`config.mk`:
```
export PLATFORM = sky130hd
export DESIGN_NAME = cpu_dbus_router
export DESIGN_NICKNAME = d
export VERILOG_FILES = /design/src/rtl/cpu_dbus_pkg.sv /design/src/rtl/cpu_dbus_decode.sv /design/src/rtl/cpu_dbus_router.sv
export SDC_FILE = /design/constraint.sdc
export NUM_CORES = 1
export LEC_CHECK = 0
export BUFFER_PORTS_ARGS = -buffer_cell sky130_fd_sc_hd__buf_4
export CAP_MARGIN = 20
export CORE_MARGIN = 2
export CORE_UTILIZATION = 30
export CTS_BUF_LIST = sky130_fd_sc_hd__clkbuf_2
export DETAILED_ROUTE_END_ITERATION = 10
export PLACE_DENSITY = 0.59
export SETUP_SLACK_MARGIN = 0.1
export SLEW_MARGIN = 20
export SYNTH_ARGS = -nofsm -noshare
export SYNTH_HDL_FRONTEND = slang
export SYNTH_SLANG_ARGS = --single-unit
export TNS_END_PERCENT = 20
```
`constraint.sdc`:
```
create_clock -name clock -period 6.73 [get_ports clock]
set_clock_uncertainty 0.15 [all_clocks]
set_input_delay 0.3365 -clock clock [delete_from_list [all_inputs] [get_ports clock]]
set_output_delay 0.3365 -clock clock [all_outputs]
set_load 0.01 [all_outputs]
```
`src/rtl/cpu_dbus_pkg.sv`:
```
// Shared types for the CPU data-bus router: FSM states, error codes, decode regions.
package cpu_dbus_pkg;

  localparam int         DEFAULT_DRAM_ABITS = 16;
  localparam logic [7:0] DEFAULT_PER_BASE   = 8'hE0;

  typedef enum logic [1:0] {
    IDLE     = 2'd0,
    DRAM_RD  = 2'd1,
    PER_WAIT = 2'd2,
    ERR_ACK  = 2'd3
  } state_t;

  typedef enum logic [1:0] {
    ERR_NONE     = 2'b00,
    ERR_UNMAPPED = 2'b01,
    ERR_TIMEOUT  = 2'b10,
    ERR_OVERFLOW = 2'b11
  } err_code_t;

  typedef enum logic [1:0] {
    REGION_RAM      = 2'd0,
    REGION_PER      = 2'd1,
    REGION_UNMAPPED = 2'd2
  } region_t;

  typedef struct packed {
    logic [31:0] addr;
    logic        write;
    logic [3:0]  byte_enable;
    logic [31:0] wdata;
  } dbus_req_t;

  // RAM region: every address bit above the RAM window is zero.
  function automatic logic is_ram(input logic [31:0] addr, input int abits);
    return (addr >> abits) == 32'd0;
  endfunction

endpackage

```
`src/rtl/cpu_dbus_decode.sv`:
```
// Combinational address decode into RAM, peripheral or unmapped region.
module cpu_dbus_decode
  import cpu_dbus_pkg::*;
#(
  parameter int         DRAM_ABITS = DEFAULT_DRAM_ABITS,
  parameter logic [7:0] PER_BASE   = DEFAULT_PER_BASE
) (
  input  logic [31:0] addr,
  output region_t     region
);

  always_comb begin
    region = REGION_UNMAPPED;
    if (is_ram(addr, DRAM_ABITS)) begin
      region = REGION_RAM;
    end else if (addr[31:24] == PER_BASE) begin
      region = REGION_PER;
    end
  end

endmodule

```
`src/rtl/cpu_dbus_router.sv`:
```
// Routes CPU data-bus requests to the data RAM or the peripheral bus, one ack per accepted request,
// with a one-entry hold slot for requests arriving while busy and sticky first-error capture.
module cpu_dbus_router
  import cpu_dbus_pkg::*;
#(
  parameter int         DRAM_ABITS = DEFAULT_DRAM_ABITS,
  parameter logic [7:0] PER_BASE   = DEFAULT_PER_BASE,
  parameter int         TIMEOUT    = 255
) (
  input  logic                  clock,
  input  logic                  reset,
  input  logic                  cpud_request,
  input  logic [31:0]           cpud_addr,
  input  logic                  cpud_write,
  input  logic [3:0]            cpud_byte_enable,
  input  logic [31:0]           cpud_wdata,
  output logic [31:0]           cpud_rdata,
  output logic                  cpud_ack,
  output logic                  dram_request,
  output logic [DRAM_ABITS-1:0] dram_addr,
  output logic                  dram_write,
  output logic [3:0]            dram_byte_enable,
  output logic [31:0]           dram_wdata,
  input  logic [31:0]           dram_rdata,
  output logic                  per_valid,
  output logic [31:0]           per_addr,
  output logic                  per_write,
  output logic [3:0]            per_byte_enable,
  output logic [31:0]           per_wdata,
  input  logic                  per_ack,
  input  logic [31:0]           per_rdata,
  input  logic                  err_clear,
  output logic                  bus_error,
  output logic [1:0]            err_code,
  output logic [31:0]           err_addr
);

  state_t      state;
  logic        hold_full;
  dbus_req_t   hold_req;
  logic [7:0]  timer;
  logic        dram_pass;
  logic [31:0] rdata_reg;

  dbus_req_t   live_req;
  dbus_req_t   sel_req;
  logic        sel_valid;
  region_t     sel_region;

  logic        err_valid;
  err_code_t   err_kind;
  logic [31:0] err_at;

  // A held request always has priority over a live one when the FSM is free.
  always_comb begin
    live_req  = '{addr: cpud_addr, write: cpud_write,
                  byte_enable: cpud_byte_enable, wdata: cpud_wdata};
    sel_req   = hold_full ? hold_req : live_req;
    sel_valid = hold_full | cpud_request;
  end

  cpu_dbus_decode #(
    .DRAM_ABITS (DRAM_ABITS),
    .PER_BASE   (PER_BASE)
  ) u_decode (
    .addr   (sel_req.addr),
    .region (sel_region)
  );

  // At most one error is reported per cycle; the in-flight transaction's error wins over an overflow.
  always_comb begin
    err_valid = 1'b0;
    err_kind  = ERR_NONE;
    err_at    = '0;
    if (state == IDLE && sel_valid && sel_region == REGION_UNMAPPED) begin
      err_valid = 1'b1;
      err_kind  = ERR_UNMAPPED;
      err_at    = sel_req.addr;
    end else if (state == PER_WAIT && !per_ack && timer == 8'(TIMEOUT)) begin
      err_valid = 1'b1;
      err_kind  = ERR_TIMEOUT;
      err_at    = per_addr;
    end else if (state != IDLE && cpud_request && hold_full) begin
      err_valid = 1'b1;
      err_kind  = ERR_OVERFLOW;
      err_at    = cpud_addr;
    end
  end

  // RAM read data arrives the cycle after the strobe, which is the ack cycle, so it bypasses the register.
  assign cpud_rdata = dram_pass ? dram_rdata : rdata_reg;

  always_ff @(posedge clock) begin
    if (reset) begin
      state            <= IDLE;
      hold_full        <= 1'b0;
      hold_req         <= '0;
      timer            <= '0;
      dram_pass        <= 1'b0;
      rdata_reg        <= '0;
      cpud_ack         <= 1'b0;
      dram_request     <= 1'b0;
      dram_addr        <= '0;
      dram_write       <= 1'b0;
      dram_byte_enable <= '0;
      dram_wdata       <= '0;
      per_valid        <= 1'b0;
      per_addr         <= '0;
      per_write        <= 1'b0;
      per_byte_enable  <= '0;
      per_wdata        <= '0;
      bus_error        <= 1'b0;
      err_code         <= ERR_NONE;
      err_addr         <= '0;
    end else begin
      cpud_ack     <= 1'b0;
      dram_request <= 1'b0;
      dram_pass    <= 1'b0;
      rdata_reg    <= '0;

      if (state != IDLE && cpud_request && !hold_full) begin
        hold_full <= 1'b1;
        hold_req  <= live_req;
      end

      case (state)
        IDLE: begin
          if (sel_valid) begin
            // Dispatching the held entry frees the slot for a simultaneous live request.
            hold_full <= hold_full & cpud_request;
            hold_req  <= live_req;
            case (sel_region)
              REGION_RAM: begin
                dram_request     <= 1'b1;
                dram_addr        <= sel_req.addr[DRAM_ABITS-1:0];
                dram_write       <= sel_req.write;
                dram_byte_enable <= sel_req.byte_enable;
                dram_wdata       <= sel_req.wdata;
                state            <= DRAM_RD;
              end
              REGION_PER: begin
                per_valid       <= 1'b1;
                per_addr        <= sel_req.addr;
                per_write       <= sel_req.write;
                per_byte_enable <= sel_req.byte_enable;
                per_wdata       <= sel_req.wdata;
                timer           <= '0;
                state           <= PER_WAIT;
              end
              default: begin
                cpud_ack <= 1'b1;
                state    <= ERR_ACK;
              end
            endcase
          end
        end

        DRAM_RD: begin
          cpud_ack  <= 1'b1;
          dram_pass <= ~dram_write;
          state     <= IDLE;
        end

        PER_WAIT: begin
          if (per_ack) begin
            per_valid <= 1'b0;
            cpud_ack  <= 1'b1;
            rdata_reg <= per_rdata;
            state     <= IDLE;
          end else if (timer == 8'(TIMEOUT)) begin
            per_valid <= 1'b0;
            cpud_ack  <= 1'b1;
            state     <= IDLE;
          end else begin
            timer <= timer + 8'd1;
          end
        end

        default: begin
          state <= IDLE;
        end
      endcase

      if (err_valid && (!bus_error || err_clear)) begin
        bus_error <= 1'b1;
        err_code  <= err_kind;
        err_addr  <= err_at;
      end else if (err_clear) begin
        bus_error <= 1'b0;
        err_code  <= ERR_NONE;
        err_addr  <= '0;
      end
    end
  end

endmodule

```
==> results <==
- In this run the tightest slew margin relative to its limit is 0.2850.
- The number of cell rows is 71.
- The timing-limited maximum frequency is around 250 MHz.
- The capture point of the worst reg-to-reg path is hold_req[39].
- The routed wire length is roughly 38000 um.
- The final number of max-transition violations is 0.
- The flip-flop and latch count after synthesis is ~270.
- After synthesis, the cell types taking the most area are sky130_fd_sc_hd__dfxtp_1, sky130_fd_sc_hd__a211oi_1, sky130_fd_sc_hd__mux2i_1, sky130_fd_sc_hd__nand2_1, sky130_fd_sc_hd__nor2_1.
- For this configuration, the core starts out at a cell density of 0.3026.
- The shortest period the worst path allows is approximately 4 ns.
- The per-cell via count in the routed design is a little under 5.
- The commonest register cell after synthesis is sky130_fd_sc_hd__dfxtp_1.
- The mean instance size in the synthesized netlist is a little over 9 um2.
- The first global-routing pass estimated roughly 60000 um of wire.
- The class of the worst hold path is primary input to flip-flop.
- The filler cells instantiated in the layout total 3590.
- The cell at the root of the clock tree is sky130_fd_sc_hd__clkbuf_2.
- Counting instances, the worst hold path has a depth of 4.
- Of all flip-flops after synthesis, the portion carrying an async set or reset was 0.
- The number of clock buffers inserted by TritonCTS is 78.
- The clock sink count is about 270.
- The core region is between 0.03 and 0.04 mm2.
- The clock slew at the register clock pins of the worst setup and hold paths is ~0.10 ns.
- Across every metal layer, demand over resource in global routing totals 0.1908.
- The power per unit of standard cell area is about 210 mW/mm2.
- The number of DRC violations after detailed-routing iteration 0 is roughly 570.
- From synthesis to final layout, the design area changed by 51.96%.
- The wire length per cell is 16.22 um.
- IR analysis of the VDD net gives a maximum drop of ~0.13 mV.
- For this run, the number of Yosys warnings is 0.
- The placer's final routability congestion estimate is 0.7663.
- Summed over all layers, the global routing overflow is 0.
- The number of global-route vias before repair is approximately 12000.
- hold_req holds more flip-flops than any other register.
- The worst hold path terminates at hold_req[37].
- The synthesized netlist occupies a cell area of about 0.011 mm2.
- The accumulated negative setup slack is 0 ns.
- The worst register-to-register path has a depth of 6.
- Post-CTS repair changed the size of 0 cells.
- The finished cells cover 0.01720 mm2.
- The path type of the worst setup path is flip-flop to flip-flop.
- For this run, the detailed router's first-pass iteration total came to 5.
- The post-DP HPWL is between 20000 and 25000 um.
- The number of remaining DRC errors is 0.
- The run finished with clean final reports.
- For the pin with the worst max-slew slack, the measured transition is 1.073 ns.
- In this run the cell area measured after placement is ~0.014 mm2.
- The final hold violation count is 0.
- The data arrival time of the worst path is between 4 and 5 ns.
- The maximum level of the CTS H-tree is 3.
- The later pin in the worst-skew pair is clocked with a latency of just over 0.9 ns.
- The register with the most flip-flops in the layout has slightly below 70 of them.
- The critical path endpoint category is a flip-flop.
- Setup repair after global routing left no endpoint under its margin.
- sky130_fd_sc_hd__dfxtp_1 takes more of the synthesized area than any other cell.
- After technology mapping, the gate count stands at ~1200.
- The CTS tree is done.
- The die extent in x is 198.2 um.
- The maximum number of pins on one net before global-route repair is ~110.
- Of the available clock period, the critical path in the final layout requires 0.5905.
- The count of flip-flops with a built-in enable after synthesis is 0.
- The final layout contains 1938 nets.
- The post-synth net total is about 1400.
- The maximum count of clock buffers along a single path is 3.
- The count of distinct cell types in the synthesized netlist is 52.
- Input and output buffers added on the ports amount to between 300 and 400.
- In this run the count of I/O pins placed on the die edge is 330.
- The die is just under 200 um tall.
- Of the cells placed in the final design, the portion with a size suffix greater than 1 is 0.2885.
- The initial antenna violation count came to 2.
- For this design the static power due to leakage is 7.045 nW.
- The routed layout has 11380 vias.
- The die covers 0.03930 mm2.
- The setup check on the worst reg-to-reg path leaves a slack of around 2.8 ns.
- STA classifies the critical path startpoint as a flip-flop.
- The startpoint identified for the worst hold timing path is cpud_addr[0].
- Max-cap violations in this run came to 0.
- The area share of the largest cell type after synthesis is 0.4829.
- The first element of the critical path is hold_full.
- The biggest fanout along the worst timing path is 41.
- The endpoint required time on the critical path is 7.43 ns.
- For this run, the register share of the synthesized area comes to 0.4829.
- The worst register-to-register path begins at hold_full.
- The post-route antenna net violation count is 0.
- Setup violations remaining at the end of the flow were counted as 0.
-- where the power goes --
group / leakage (nW) / internal, mW / switching, mW
clock network: 0.514 / 0.481 / 0.705
registers: 2.22 / 1.69 / 0.0544
logic: 4.31 / 0.352 / 0.331
-- worst max-delay path, stage by stage, from the launching register on --
cell	delay (ns)
sky130_fd_sc_hd__dfxtp_4	0.81
sky130_fd_sc_hd__buf_4	0.75
sky130_fd_sc_hd__mux2_2	0.75
sky130_fd_sc_hd__buf_4	0.53
sky130_fd_sc_hd__nand2_1	0.11
sky130_fd_sc_hd__a21oi_1	0.17
sky130_fd_sc_hd__dlygate4sd3_1	0.58
-- worst max-delay path by stage --
stage,end,slack (ns),depth (start not counted)
floorplan,err_addr[5],4.56,8
global placement,err_addr[30],2.90,9
detailed placement,err_addr[4],2.88,9
CTS,hold_req[1],2.46,6
global route,hold_req[42],2.46,6
finish,hold_req[39],2.76,6
-- synthesized netlist by cell type, types with 12 or more instances --
library cell and number:
sky130_fd_sc_hd__and2_1 35, sky130_fd_sc_hd__nor3_1 24, sky130_fd_sc_hd__mux2_2 33, sky130_fd_sc_hd__buf_2 24, sky130_fd_sc_hd__nor2_1 142, sky130_fd_sc_hd__and3_1 23, sky130_fd_sc_hd__mux2i_1 70, sky130_fd_sc_hd__nand2b_1 36
sky130_fd_sc_hd__dfxtp_1 273, sky130_fd_sc_hd__nand3_1 12, sky130_fd_sc_hd__a21oi_1 85, sky130_fd_sc_hd__clkbuf_1 69, sky130_fd_sc_hd__nand2_1 165, sky130_fd_sc_hd__a211oi_1 132
-- through the flow --
stage	utilization	total power [mW]	setup WS (ns)	hold slack, ns	instances
final	0.4599	3.612	2.756	0.1404	2358
after global routing	0.4599	3.830	2.459	0.01431	2358
after CTS	0.4585	3.673	2.458	0.001368	2353
after detailed placement	0.3764	2.341	2.879	0.2928	1985
after global placement	0.3764	2.330	2.898	0.2867	1985
after floorplan	-	2.114	4.563	0.2815	1239
-- cell families (layout without fill, tap and decap cells) --
group,after synthesis,in the layout,synth area share
simple gates,465,465,0.1911
compound gates,289,289,0.1874
flops,273,273,0.4829
buf+inv,108,713,0.04278
mux,103,103,0.09474
fa+ha+maj,1,1,0.001105
other cells,0,3,0
-- per-layer routing --
metal,vias up,wire length (um),global-route usage
met5,-,0,0
met2,352,18450,0.3244
met4,0,1031,0.07519
met3,80,2866,0.06285
met1,5388,15900,0.2212
li1,5560,-,-
-- cells in the final DEF (no fill, tap or decap), types with 8 or more instances in the layout --
master / count
sky130_fd_sc_hd__buf_4: 341
sky130_fd_sc_hd__nor3_1: 23
sky130_fd_sc_hd__a211oi_1: 132
sky130_fd_sc_hd__nand2b_1: 36
sky130_fd_sc_hd__a211oi_2: 10
sky130_fd_sc_hd__mux2i_1: 69
sky130_fd_sc_hd__a2111oi_0: 8
sky130_fd_sc_hd__o311ai_0: 8
sky130_fd_sc_hd__a21oi_1: 85
sky130_fd_sc_hd__and2_1: 34
sky130_fd_sc_hd__mux2_2: 33
sky130_fd_sc_hd__a2111oi_2: 10
sky130_fd_sc_hd__and3_1: 22
sky130_fd_sc_hd__nand3b_1: 8
sky130_fd_sc_hd__nor2_1: 141
sky130_fd_sc_hd__clkbuf_2: 115
sky130_fd_sc_hd__dlygate4sd3_1: 243
sky130_fd_sc_hd__dfxtp_1: 272
sky130_fd_sc_hd__nand2_1: 165
sky130_fd_sc_hd__o21ai_0: 10
sky130_fd_sc_hd__nand3_1: 12
-- area by class of cell --
cell class	count	area [um2]	area share
Inverter	1	3.754	0.0002182
Clock inverter	10	65.06	0.003783
Antenna cell	3	7.507	0.0004365
Sequential cell	273	5469	0.3180
Multi-Input combinational cell	858	5393	0.3135
Timing Repair Buffer	587	5046	0.2934
Clock buffer	115	575.6	0.03346
Tap cell	511	639.4	0.03717
-- repair_timing --
item	CTS	global route
hold endpoints to repair	266	0
hold buffers	243	0
setup buffers	0	0
(Power assumes the default switching activity.)
